$ cat src/rtl/wbuf_drain_pkg.sv
// Shared symbols for the write-buffer drain engine: FSM encoding, defaults, counter sizing.
package wbuf_drain_pkg;

  typedef enum logic [1:0] {
    ST_IDLE   = 2'd0,
    ST_REQ    = 2'd1,
    ST_WAIT   = 2'd2,
    ST_RETIRE = 2'd3
  } state_t;

  localparam int MAXRETRY_DEF = 3;
  localparam int TIMEOUT_DEF  = 255;

  // Bits needed to hold 0..maxval, never less than one.
  function automatic int cnt_width(input int maxval);
    return (maxval < 1) ? 1 : $clog2(maxval + 1);
  endfunction

endpackage

$ cat src/rtl/wbuf_timer.sv
// Saturating WAIT-cycle counter; expire is high once the count has reached TIMEOUT.
module wbuf_timer
  import wbuf_drain_pkg::*;
#(
  parameter int TIMEOUT = TIMEOUT_DEF
) (
  input  logic clk,
  input  logic rst,
  input  logic clear,
  input  logic enable,
  output logic expire
);

  localparam int TW = cnt_width(TIMEOUT);

  logic [TW-1:0] cnt;

  always_ff @(posedge clk) begin
    if (rst) begin
      cnt <= '0;
    end else if (clear) begin
      cnt <= '0;
    end else if (enable && (cnt != TW'(TIMEOUT))) begin
      cnt <= cnt + TW'(1);
    end
  end

  assign expire = (cnt == TW'(TIMEOUT));

endmodule

$ cat src/rtl/wbuf_drain.sv
// Drains the write-buffer head onto the bus: request, write, retry on error/timeout, retire.
// Entries that exhaust their retries are discarded and flagged on the sticky ERRO.
module wbuf_drain
  import wbuf_drain_pkg::*;
#(
  parameter int WIDTH    = 32,
  parameter int MAXRETRY = MAXRETRY_DEF,
  parameter int TIMEOUT  = TIMEOUT_DEF
) (
  input  logic             CLOCKI,
  input  logic             RESETI,
  input  logic             FIFOVALIDI,
  input  logic             FIFONEWI,
  input  logic [WIDTH-1:0] ADDRI,
  input  logic [WIDTH-1:0] DATAI,
  input  logic             BUSGNTI,
  input  logic             BUSACKI,
  input  logic             BUSERRI,
  output logic             SHIFTO,
  output logic             BUSREQO,
  output logic             BUSWRO,
  output logic [WIDTH-1:0] BUSADDRO,
  output logic [WIDTH-1:0] BUSDATAO,
  output logic             BUSYO,
  output logic             ERRO,
  output logic [15:0]      COUNTO
);

  localparam int RW = cnt_width(MAXRETRY);

  state_t         state, state_nxt;
  logic [RW-1:0]  retry_q;
  logic           fnew_q;
  logic           pend_q;
  logic           stale;
  logic           grant;
  logic           retry_inc;
  logic           discard;
  logic           tmo_expire;
  logic           in_wait;

  // After a retire the head still shows the old entry until FIFONEWI toggles;
  // never re-request it in that window.
  assign stale   = pend_q && (FIFONEWI == fnew_q);
  assign in_wait = (state == ST_WAIT);

  wbuf_timer #(
    .TIMEOUT (TIMEOUT)
  ) u_timer (
    .clk    (CLOCKI),
    .rst    (RESETI),
    .clear  (grant),
    .enable (in_wait),
    .expire (tmo_expire)
  );

  always_comb begin
    state_nxt = state;
    grant     = 1'b0;
    retry_inc = 1'b0;
    discard   = 1'b0;
    case (state)
      ST_IDLE: begin
        if (FIFOVALIDI) state_nxt = ST_REQ;
      end
      ST_REQ: begin
        if (!FIFOVALIDI) begin
          state_nxt = ST_IDLE;
        end else if (!stale && BUSGNTI) begin
          grant     = 1'b1;
          state_nxt = ST_WAIT;
        end
      end
      ST_WAIT: begin
        if (BUSACKI) begin
          state_nxt = ST_RETIRE;
        end else if (BUSERRI || tmo_expire) begin
          if (retry_q < RW'(MAXRETRY)) begin
            retry_inc = 1'b1;
            state_nxt = ST_REQ;
          end else begin
            discard   = 1'b1;
            state_nxt = ST_RETIRE;
          end
        end
      end
      ST_RETIRE: begin
        state_nxt = FIFOVALIDI ? ST_REQ : ST_IDLE;
      end
      default: state_nxt = ST_IDLE;
    endcase
  end

  always_comb begin
    SHIFTO  = 1'b0;
    BUSREQO = 1'b0;
    BUSWRO  = 1'b0;
    BUSYO   = 1'b0;
    if (!RESETI) begin
      SHIFTO  = (state == ST_RETIRE) && FIFOVALIDI;
      BUSREQO = ((state == ST_REQ) && FIFOVALIDI && !stale) || in_wait;
      BUSWRO  = in_wait;
      BUSYO   = (state != ST_IDLE);
    end
  end

  always_ff @(posedge CLOCKI) begin
    if (RESETI) begin
      state    <= ST_IDLE;
      retry_q  <= '0;
      fnew_q   <= 1'b0;
      pend_q   <= 1'b0;
      BUSADDRO <= '0;
      BUSDATAO <= '0;
      ERRO     <= 1'b0;
      COUNTO   <= '0;
    end else begin
      state <= state_nxt;
      if (grant) begin
        BUSADDRO <= ADDRI;
        BUSDATAO <= DATAI;
        fnew_q   <= FIFONEWI;
      end
      if (state == ST_RETIRE) begin
        retry_q <= '0;
      end else if (retry_inc) begin
        retry_q <= retry_q + RW'(1);
      end
      if (discard) ERRO <= 1'b1;
      if (SHIFTO) begin
        COUNTO <= COUNTO + 16'd1;
        pend_q <= 1'b1;
      end else if (FIFONEWI != fnew_q) begin
        pend_q <= 1'b0;
      end
    end
  end

endmodule

$ cat config.mk
export PLATFORM = sky130hd
export DESIGN_NAME = wbuf_drain
export DESIGN_NICKNAME = d
export VERILOG_FILES = /design/src/rtl/wbuf_drain_pkg.sv /design/src/rtl/wbuf_timer.sv /design/src/rtl/wbuf_drain.sv
export SDC_FILE = /design/constraint.sdc
export NUM_CORES = 1
export LEC_CHECK = 0
export CORE_UTILIZATION = 43
export DETAILED_ROUTE_END_ITERATION = 16
export PLACE_DENSITY = 0.83
export SETUP_SLACK_MARGIN = 0.05
export SLEW_MARGIN = 20
export SYNTH_ARGS = -nofsm -noshare
export SYNTH_HDL_FRONTEND = slang
export SYNTH_HIERARCHICAL = 1
export SYNTH_SLANG_ARGS = --single-unit
$ cat constraint.sdc
create_clock -name CLOCKI -period 2.3 [get_ports CLOCKI]
set_input_delay 0.575 -clock CLOCKI [delete_from_list [all_inputs] [get_ports CLOCKI]]
set_output_delay 0.575 -clock CLOCKI [all_outputs]
set_load 0.005 [all_outputs]
==> results.toml, run 1 <==
[status]
status = "completed"

[grt]
grt_pass1_vias = 3150
overflow = 0
antenna_found_initial = 0
track_usage_pct = 19.7
grt_pass1_wl_um = 14000
grt_max_degree = 59

[timing]
rsz0062_at_grt = "true"
maxSlewHeadroom_pct = 62.0
tns_ns = 0
finalCritPeriodShare_pct = 94.9
clock_skew_ns = 0.0101
slew_violations = 0
max_slew.worst_pin.slew_ns = 0.571
max_freq_mhz = 458
hold_viol_final = 0
final-setup-viol-count = 0
finalCriticalPeriod_ns = 2.18

[layout]
drive_gt1_share_pct = 8.73
layout.cells.non_filler = 655
fin_util_pct = 68.4
antenna-diode-count = 0
fin_nets = 619
area_delta_synth_final_pct = 52.2

[synthesis]
ys_types = 43
synth_edf_count = 0
synth_seq_cells = 95
synth-adder-area-share_pct = 1.00
synth_compound_area_share_pct = 6.38
async_flop_share_pct = 0
synth-seq-area-share_pct = 50.7
syn-num-nets = 454
synthXorXnorAreaFrac_pct = 2.10
ys.flop_type = "dfxtp_1"
synth_top_family_by_area = "simple AND/OR/NAND/NOR gates"
syn_area_sq_um = 3750
ys_warn_count = 6
synthCells = 380
synthMuxAreaShare_pct = 18.2
syn_area_per_cell_sq_um = 9.86
synthSimpleGateAreaFrac_pct = 18.2

[place]
port_buffers = 155
gp_congestion = 0.776
dpl.hpwl_um = 6400
dp.cells = 636

[worst_setup_path]
reg2reg_from = "u_timer/cnt[0]"
crit_arrival_ns = 1.61
required_ns = 1.73
r2r_end = "state[1]"
cp_max_fo = 8
max_stage_delay_ns = 0.50
crit_start = "state[1]"
slowest_stage = "clkdlybuf4s50_1"
path_class = "reg -> out"
worst-path-buf-inv = 1
crit_family = "buffers and inverters"
reg2reg_slack_ns = 0.54
start_kind = "flop"
crit_end = "BUSWRO"
cp.depth = 3
cp_cell_sequence = "or2b_4 -> nor2_1 -> clkdlybuf4s50_1"
ff2ff_path_depth = 7
cp-end-kind = "output pin"

[die]
core-area_sq_um = 8340
die_area_sq_um = 9100
start_util_pct = 44.9
num_rows = 33
ioPinCount = 156
die_h_um = 95.4
die_w_um = 95.4

[routing]
vias_per_cell = 4.96
drt_iter0_drc = 93
drc = 0
routedWlPerCell_um = 13.5
via_count = 3246
ant_nets = 0
dr.pass1.iters = 4
wl_um = 8810

[power]
vdd_drop_max_uv = 306
cellLeakagePower_nw = 2.06
p_per_area_nw_per_um2 = 540

[clock_network]
clkTransAtPathRegs_ns = 0.09
root_buffer = "clkbuf_8"
cts.path.max_buffers = 2
h-tree-depth = 3
cts_tree = "yes"
clkSinkCount = 95
cts_made_buffers = 9
worstSkewPairLatency_ns = 0.34

[run]
cap_violations = 0

[worst_hold_path]
min_path_type = "reg -> reg"
cells in the mapped netlist (2+ instances only):
library cell  instances  share of area [%]
buf_4                 6                1.2
nand3_1               7               0.93
buf_2                 3               0.40
nand4_2               2               0.67
xnor2_1               4               0.93
ha_1                  3                1.0
o21ai_0               8                1.1
and2_1                2               0.33
nor2_1               84                8.4
inv_1                 6               0.60
and3_1                5               0.83
or3_1                10                1.7
nand2_1              14                1.4
a31oi_1               3               0.50
clkbuf_1              8               0.80
nand4_1               5               0.83
a21oi_1              16                2.1
xor2_1                5                1.2
dfxtp_1              95                 51
mux2i_1              68                 18
and4_1                2               0.47
nor2b_1               3               0.50
stage by stage:
step	power, mW	setup WS, ns	hold slack, ns	area [sq um]
2_1_floorplan	1.83	0.331	0.449	3750
3_3_place_gp	2.02	-0.356	0.458	5470
3_5_place_dp	2.03	-0.387	0.470	5470
4_1_cts	3.13	0.0547	0.493	5690
5_1_grt	3.22	0.0183	0.524	5700
6_report	3.08	0.117	0.483	5700
kinds of logic after synthesis:
| group | count (synthesis) |
|---|---|
| AOI/OAI and AO/OA | 38 |
| DFF | 95 |
| xor gates and xnor gates | 9 |
| muxes | 68 |
| buffers and inverters | 25 |
| adders and majority gates | 3 |
| and+or+nand+nor | 142 |
placed cells by master (no fill, tap or decap), drive strengths merged, types with 2 or more instances in the layout:
cell type	n
nor2b	3
ha	3
o21ai	8
or3	10
and3	5
buf	19
clkbuf	13
a211oi	2
nand3	7
dfxtp	95
nor2	84
and4	3
clkinv	2
nand4	8
xnor2	4
a21oi	16
and2	2
nand2	14
xor2	5
dlygate4sd2	2
nor4	2
inv	6
mux2i	68
clkdlybuf4s50	151
a31oi	3
per-layer routing:
metal	track usage (%)	routed length [um]
met5	0	0
met4	8.08	140
met3	6.54	642
met2	34.3	4320
met1	22.0	3710
worst min-delay path, cell delays in order, from the launching register on:
cell     delay, ns
dfxtp_1       0.34
a31oi_1       0.04
nor2_1        0.07
layout make-up:
cell class / instances / area [sq um]
Clock buffer: 12 / 145
Clock inverter: 4 / 55.1
Fill cell: 634 / 2640
Inverter: 6 / 22.5
Multi-Input combinational cell: 260 / 1740
Sequential cell: 95 / 1910
Tap cell: 105 / 131
Timing Repair Buffer: 173 / 1700
how the worst min path moves through the flow:
stage	to	depth (start not counted)	slack [ns]	startpoint
final	ERRO	2	0.48	ERRO
after global routing	BUSADDRO[24]	2	0.52	BUSADDRO[24]
after CTS	ERRO	2	0.49	ERRO
after detailed placement	ERRO	2	0.47	ERRO
after global placement	fnew_q	2	0.46	fnew_q
after floorplan	fnew_q	2	0.45	fnew_q
state kept, by name, indices dropped and copies added, names as in the netlist, 2 cells and up:
register	count
retry_q	2
state	2
u_timer/cnt	8
COUNTO	16
BUSDATAO	32
BUSADDRO	32
power breakdown:
part,switching [mW],internal [mW]
logic,0.106,0.198
registers,0.0166,1.67
clock network,0.556,0.538
total,0.678,2.40
repair_timing:
action | CTS | global route
buffers inserted | 1 | 2
pin swaps | 2 | 2
endpoints found under the setup margin | 3 | 2
gates resized for setup | 6 | 5
hold endpoints to repair | 0 | 0
hold buffers | 0 | 0
Note: power is estimated with default switching activity, not from simulation.
==> run 2: changes to the inputs <==
CORE_UTILIZATION = 44   (was 43)
CTS_BUF_LIST = sky130_fd_sc_hd__clkbuf_4   (was default)
PLACE_DENSITY = 0.85   (was 0.83)
==> results.toml, run 2 (synthesis gave the netlist of run 1 again) <==
[worst_setup_path]
start_kind = "input pin"
required_ns = 1.73
cp_cell_sequence = "clkdlybuf4s50_1 -> buf_4 -> nand3_1 -> nor2_1 -> dlygate4sd2_1"
crit_arrival_ns = 1.60
crit_family = "buffers and inverters"
path_class = "in -> out"
slowest_stage = "clkdlybuf4s50_1"
cp_max_fo = 4
cp-end-kind = "output pin"
max_stage_delay_ns = 0.48
ff2ff_path_depth = 7
worst-path-buf-inv = 3
cp.depth = 5

[layout]
drive_gt1_share_pct = 9.89
mostFrequentLayoutCell = "clkdlybuf4s50_1"
fin_util_pct = 69.5
fin_nets = 625
largestRegisters = "BUSADDRO (32), BUSDATAO (32), COUNTO (16)"
layout_common_cells = "clkdlybuf4s50_1, dfxtp_1, nor2_1"
antenna-diode-count = 0
area_delta_synth_final_pct = 52.3
seq_area_sq_um = 1910
layout.cells.non_filler = 661
fillers = 624
multi_input_area_sq_um = 1740
fin_area_sq_um = 5710

[grt]
overflow = 0
antenna_found_initial = 0
grt_pass1_wl_um = 15300
grt_pass1_vias = 3382
track_usage_pct = 22.0
grt_max_degree = 42

[clock_network]
clkSinkCount = 95
cts.path.max_buffers = 2
h-tree-depth = 3
clkTransAtPathRegs_ns = 0.13
hold_buffers = 0
cts_made_buffers = 9
cts_tree = "yes"
worstSkewPairLatency_ns = 0.43
root_buffer = "clkbuf_4"

[die]
ioPinCount = 156
die_h_um = 94.3
num_rows = 33
core-area_sq_um = 8220
die_w_um = 94.3
die_area_sq_um = 8890
start_util_pct = 45.6

[worst_hold_path]
min_path_type = "reg -> reg"
hold_path_depth = 2

[timing]
max_freq_mhz = 459
finalCriticalPeriod_ns = 2.18
hold_viol_final = 0
maxSlewHeadroom_pct = 71.5
rsz0062_at_grt = "false"
final-setup-viol-count = 0
clock_skew_ns = 0.0246
max_slew.worst_pin.slew_ns = 0.427
hold-worst-slack_ns = 0.501
finalCritPeriodShare_pct = 94.8
slew_violations = 0

[power]
p_per_area_nw_per_um2 = 490
cellLeakagePower_nw = 2.08
vdd_drop_max_uv = 292

[place]
gp_congestion = 0.785
dp.cells = 641
port_buffers = 155
dpl_cell_area_sq_um = 5550
dpl.hpwl_um = 7160

[routing]
drc = 0
via_count = 3336
wl_um = 9540
drt_iter0_drc = 95
ant_nets = 0
routedWlPerCell_um = 14.4
dr.pass1.iters = 4
vias_per_cell = 5.05

[status]
status = "completed"

[run]
cap_violations = 0
run 2: worst paths after layout:
check | startpoint | to | slack, ns
setup reg to reg | u_timer/cnt[0] | retry_q[1] | 0.54
hold / removal | fnew_q | fnew_q | 0.50
hold reg to reg | fnew_q | fnew_q | 0.50
setup / recovery | FIFOVALIDI | SHIFTO | 0.12
run 2: what timing repair did:
item                                    in CTS  in global routing
endpoints found under the setup margin       3                  2
gates resized for setup                      9                  3
pin swaps                                    1                  0
cloned                                       0                  0
buffers inserted                             4                  0
run 2: area by class of cell:
class / instances / share of cell area, %
Clock buffer: 10 / 1.32
Inverter: 6 / 0.395
Tap cell: 105 / 2.30
Timing Repair Buffer: 179 / 31.3
Multi-Input combinational cell: 260 / 30.5
Clock inverter: 6 / 0.789
Sequential cell: 95 / 33.5
run 2: tightest hold or removal path: stages, from the launching register on:
cell and delay (ns):
dfxtp_1 0.36, nand2_1 0.06, a21oi_1 0.06
run 2: layer usage:
layer	share of wire [%]	vias up	track usage, %
met5	0	-	0
met4	1.8	0	9.36
met3	7.0	14	5.99
met2	51	113	40.0
met1	40	1549	23.7
li1	-	1660	-
run 2: power breakdown:
group	internal (mW)	total, mW	switching [mW]
registers	1.67	1.69	0.0146
clock network	0.238	0.793	0.554
logic	0.207	0.320	0.113
total	2.12	2.80	0.682
run 2: metrics by stage:
step | TNS (ns) | total power [mW] | setup slack (ns)
4_1_cts | 0 | 2.83 | 0.0687
3_5_place_dp | -0.745 | 2.04 | -0.433
5_1_grt | 0 | 2.93 | 0.0611
2_1_floorplan | 0 | 1.83 | 0.331
6_report | 0 | 2.80 | 0.120
3_3_place_gp | -0.465 | 2.03 | -0.335
==> run 3: changes to the inputs <==
CORE_UTILIZATION = 59   (was 44)
DONT_BUFFER_PORTS = 1   (was default)
PLACE_DENSITY = 0.78   (was 0.85)
clock period = 2.7 ns   (was 2.3 ns; I/O delays follow)
==> results.toml, run 3 (synthesis gave the netlist of run 1 again) <==
[grt]
track_usage_pct = 20.0
antenna_found_initial = 0
grt_max_degree = 97
overflow = 0
grt_pass1_wl_um = 10100
grt_pass1_vias = 2320

[worst_hold_path]
hold_path_depth = 1
min_path_type = "in -> reg"
hold_start = "RESETI"

[die]
die_h_um = 81.7
core-area_sq_um = 6030
start_util_pct = 62.2
die_w_um = 81.7
die_area_sq_um = 6680
num_rows = 28
ioPinCount = 156

[power]
power_switching_mw = 0.526
p_per_area_nw_per_um2 = 602
p_sw_share_pct = 22.1
p_clk_share_pct = 36.1
vdd_drop_max_uv = 328
power_frac_comb_pct = 3.2
intPower_mw = 1.86
power.total_mw = 2.38
cellLeakagePower_nw = 1.39
p_seq_share_pct = 60.7

[clock_network]
cts_resized = 0
root_buffer = "clkbuf_4"
clkTransAtPathRegs_ns = 0.14
cts_made_buffers = 9
cts_setup_buffers = 0
cts.path.max_buffers = 2
hold_buffers = 0
clkSinkCount = 95
h-tree-depth = 3
cts_tree = "yes"
worstSkewPairLatency_ns = 0.44

[layout]
mostFrequentLayoutCell = "dfxtp_1"
fin_nets = 449
layout_common_cells = "dfxtp_1, nor2_1, mux2i_1"
drive_gt1_share_pct = 7.37
area_delta_synth_final_pct = 5.44
largestRegisters = "BUSADDRO (32), BUSDATAO (32), COUNTO (16)"
antenna-diode-count = 0

[timing]
finalCriticalPeriod_ns = 2.31
slew_violations = 0
hold_viol_final = 0
final-setup-viol-count = 0
max_slew.worst_pin.slew_ns = 0.425
rsz0062_at_grt = "false"
hold-worst-slack_ns = 0.298
clock_skew_ns = 0.0176
maxSlewHeadroom_pct = 71.6
max_freq_mhz = 432
tns_ns = 0
finalCritPeriodShare_pct = 85.7

[routing]
vias_per_cell = 5.72
ant_nets = 0
drt_iter0_drc = 75
via_count = 2602
dr.pass1.iters = 4
wl_um = 7160
routedWlPerCell_um = 15.7
drc = 0

[worst_setup_path]
slowest_stage = "dfxtp_1"
cp-end-kind = "output pin"
crit_arrival_ns = 1.64
ff2ff_path_depth = 4
reg2reg_from = "state[0]"
cp_max_fo = 8
max_stage_delay_ns = 0.48
start_kind = "flop"
cp_cell_sequence = "or2b_1 -> inv_1 -> a21oi_1 -> nor2_1"
required_ns = 2.03
path_class = "reg -> out"
crit_start = "state[1]"

[run]
cap_violations = 0

[status]
status = "completed"

[place]
gp_congestion = 0.738
port_buffers = 0
dpl.hpwl_um = 5070
-- run 3: cell types whose count changed in the layout (fill, tap and decap cells not counted), sizes merged --
cell / previous run / this run
buf: 25 / 3
bufinv: 0 / 2
clkbuf: 11 / 10
clkdlybuf4s50: 150 / 0
clkinvlp: 3 / 1
dlygate4sd2: 2 / 0
dlymetal6s2s: 1 / 0
-- run 3: layout make-up --
cell class              instances  area [sq um]
fillers                       477          2070
well taps                      75          93.8
inverters                       6          22.5
multi-input cells             260          1730
flip-flops and latches         95          1900
clock buffers                  10          75.1
clock inverters                 6          93.8
repair buffers                  3          35.0
-- run 3: stage by stage --
| step | setup WS, ns | instance area, sq um | utilization (%) | cells |
|---|---|---|---|---|
| 2_1_floorplan | 0.531 | 3750 | - | 380 |
| 3_3_place_gp | 0.711 | 3780 | 62.8 | 439 |
| 3_5_place_dp | 0.660 | 3780 | 62.8 | 439 |
| 4_1_cts | 0.371 | 3950 | 65.6 | 455 |
| 5_1_grt | 0.246 | 3950 | 65.6 | 455 |
| 6_report | 0.386 | 3950 | 65.6 | 455 |
-- run 3: path summary, 6_finish.rpt --
path / endpoint / slack, ns
hold / removal: u_timer/cnt[3] / 0.30
setup reg to reg: COUNTO[15] / 0.80
hold reg to reg: fnew_q / 0.49
setup / recovery: BUSREQO / 0.39
-- run 3: per-layer routing --
layer | vias to the layer above | global-route usage, % | wire length [um]
met2 | 103 | 33.6 | 3490
met3 | 7 | 5.56 | 579
met1 | 1188 | 22.8 | 2990
met5 | - | 0 | 0
met4 | 0 | 11.1 | 89
li1 | 1304 | - | -
-- run 3: critical path: cells and delay by family, from the launching register on --
kind	cells	cell delay, ns
buffers and inverters	1	0.21
AOI/OAI and AO/OA	1	0.07
DFF	1	0.48
and+or+nand+nor	2	0.45
-- run 3: power by group through the flow --
stage | Clock (mW) | Sequential [mW] | Combinational, mW
finish | 0.860 | 1.44 | 0.0763
global route | 0.938 | 1.45 | 0.0840
CTS | 0.886 | 1.44 | 0.0771
detailed placement | 0 | 1.47 | 0.0772
global placement | 0 | 1.47 | 0.0738
floorplan | 0 | 1.47 | 0.0868
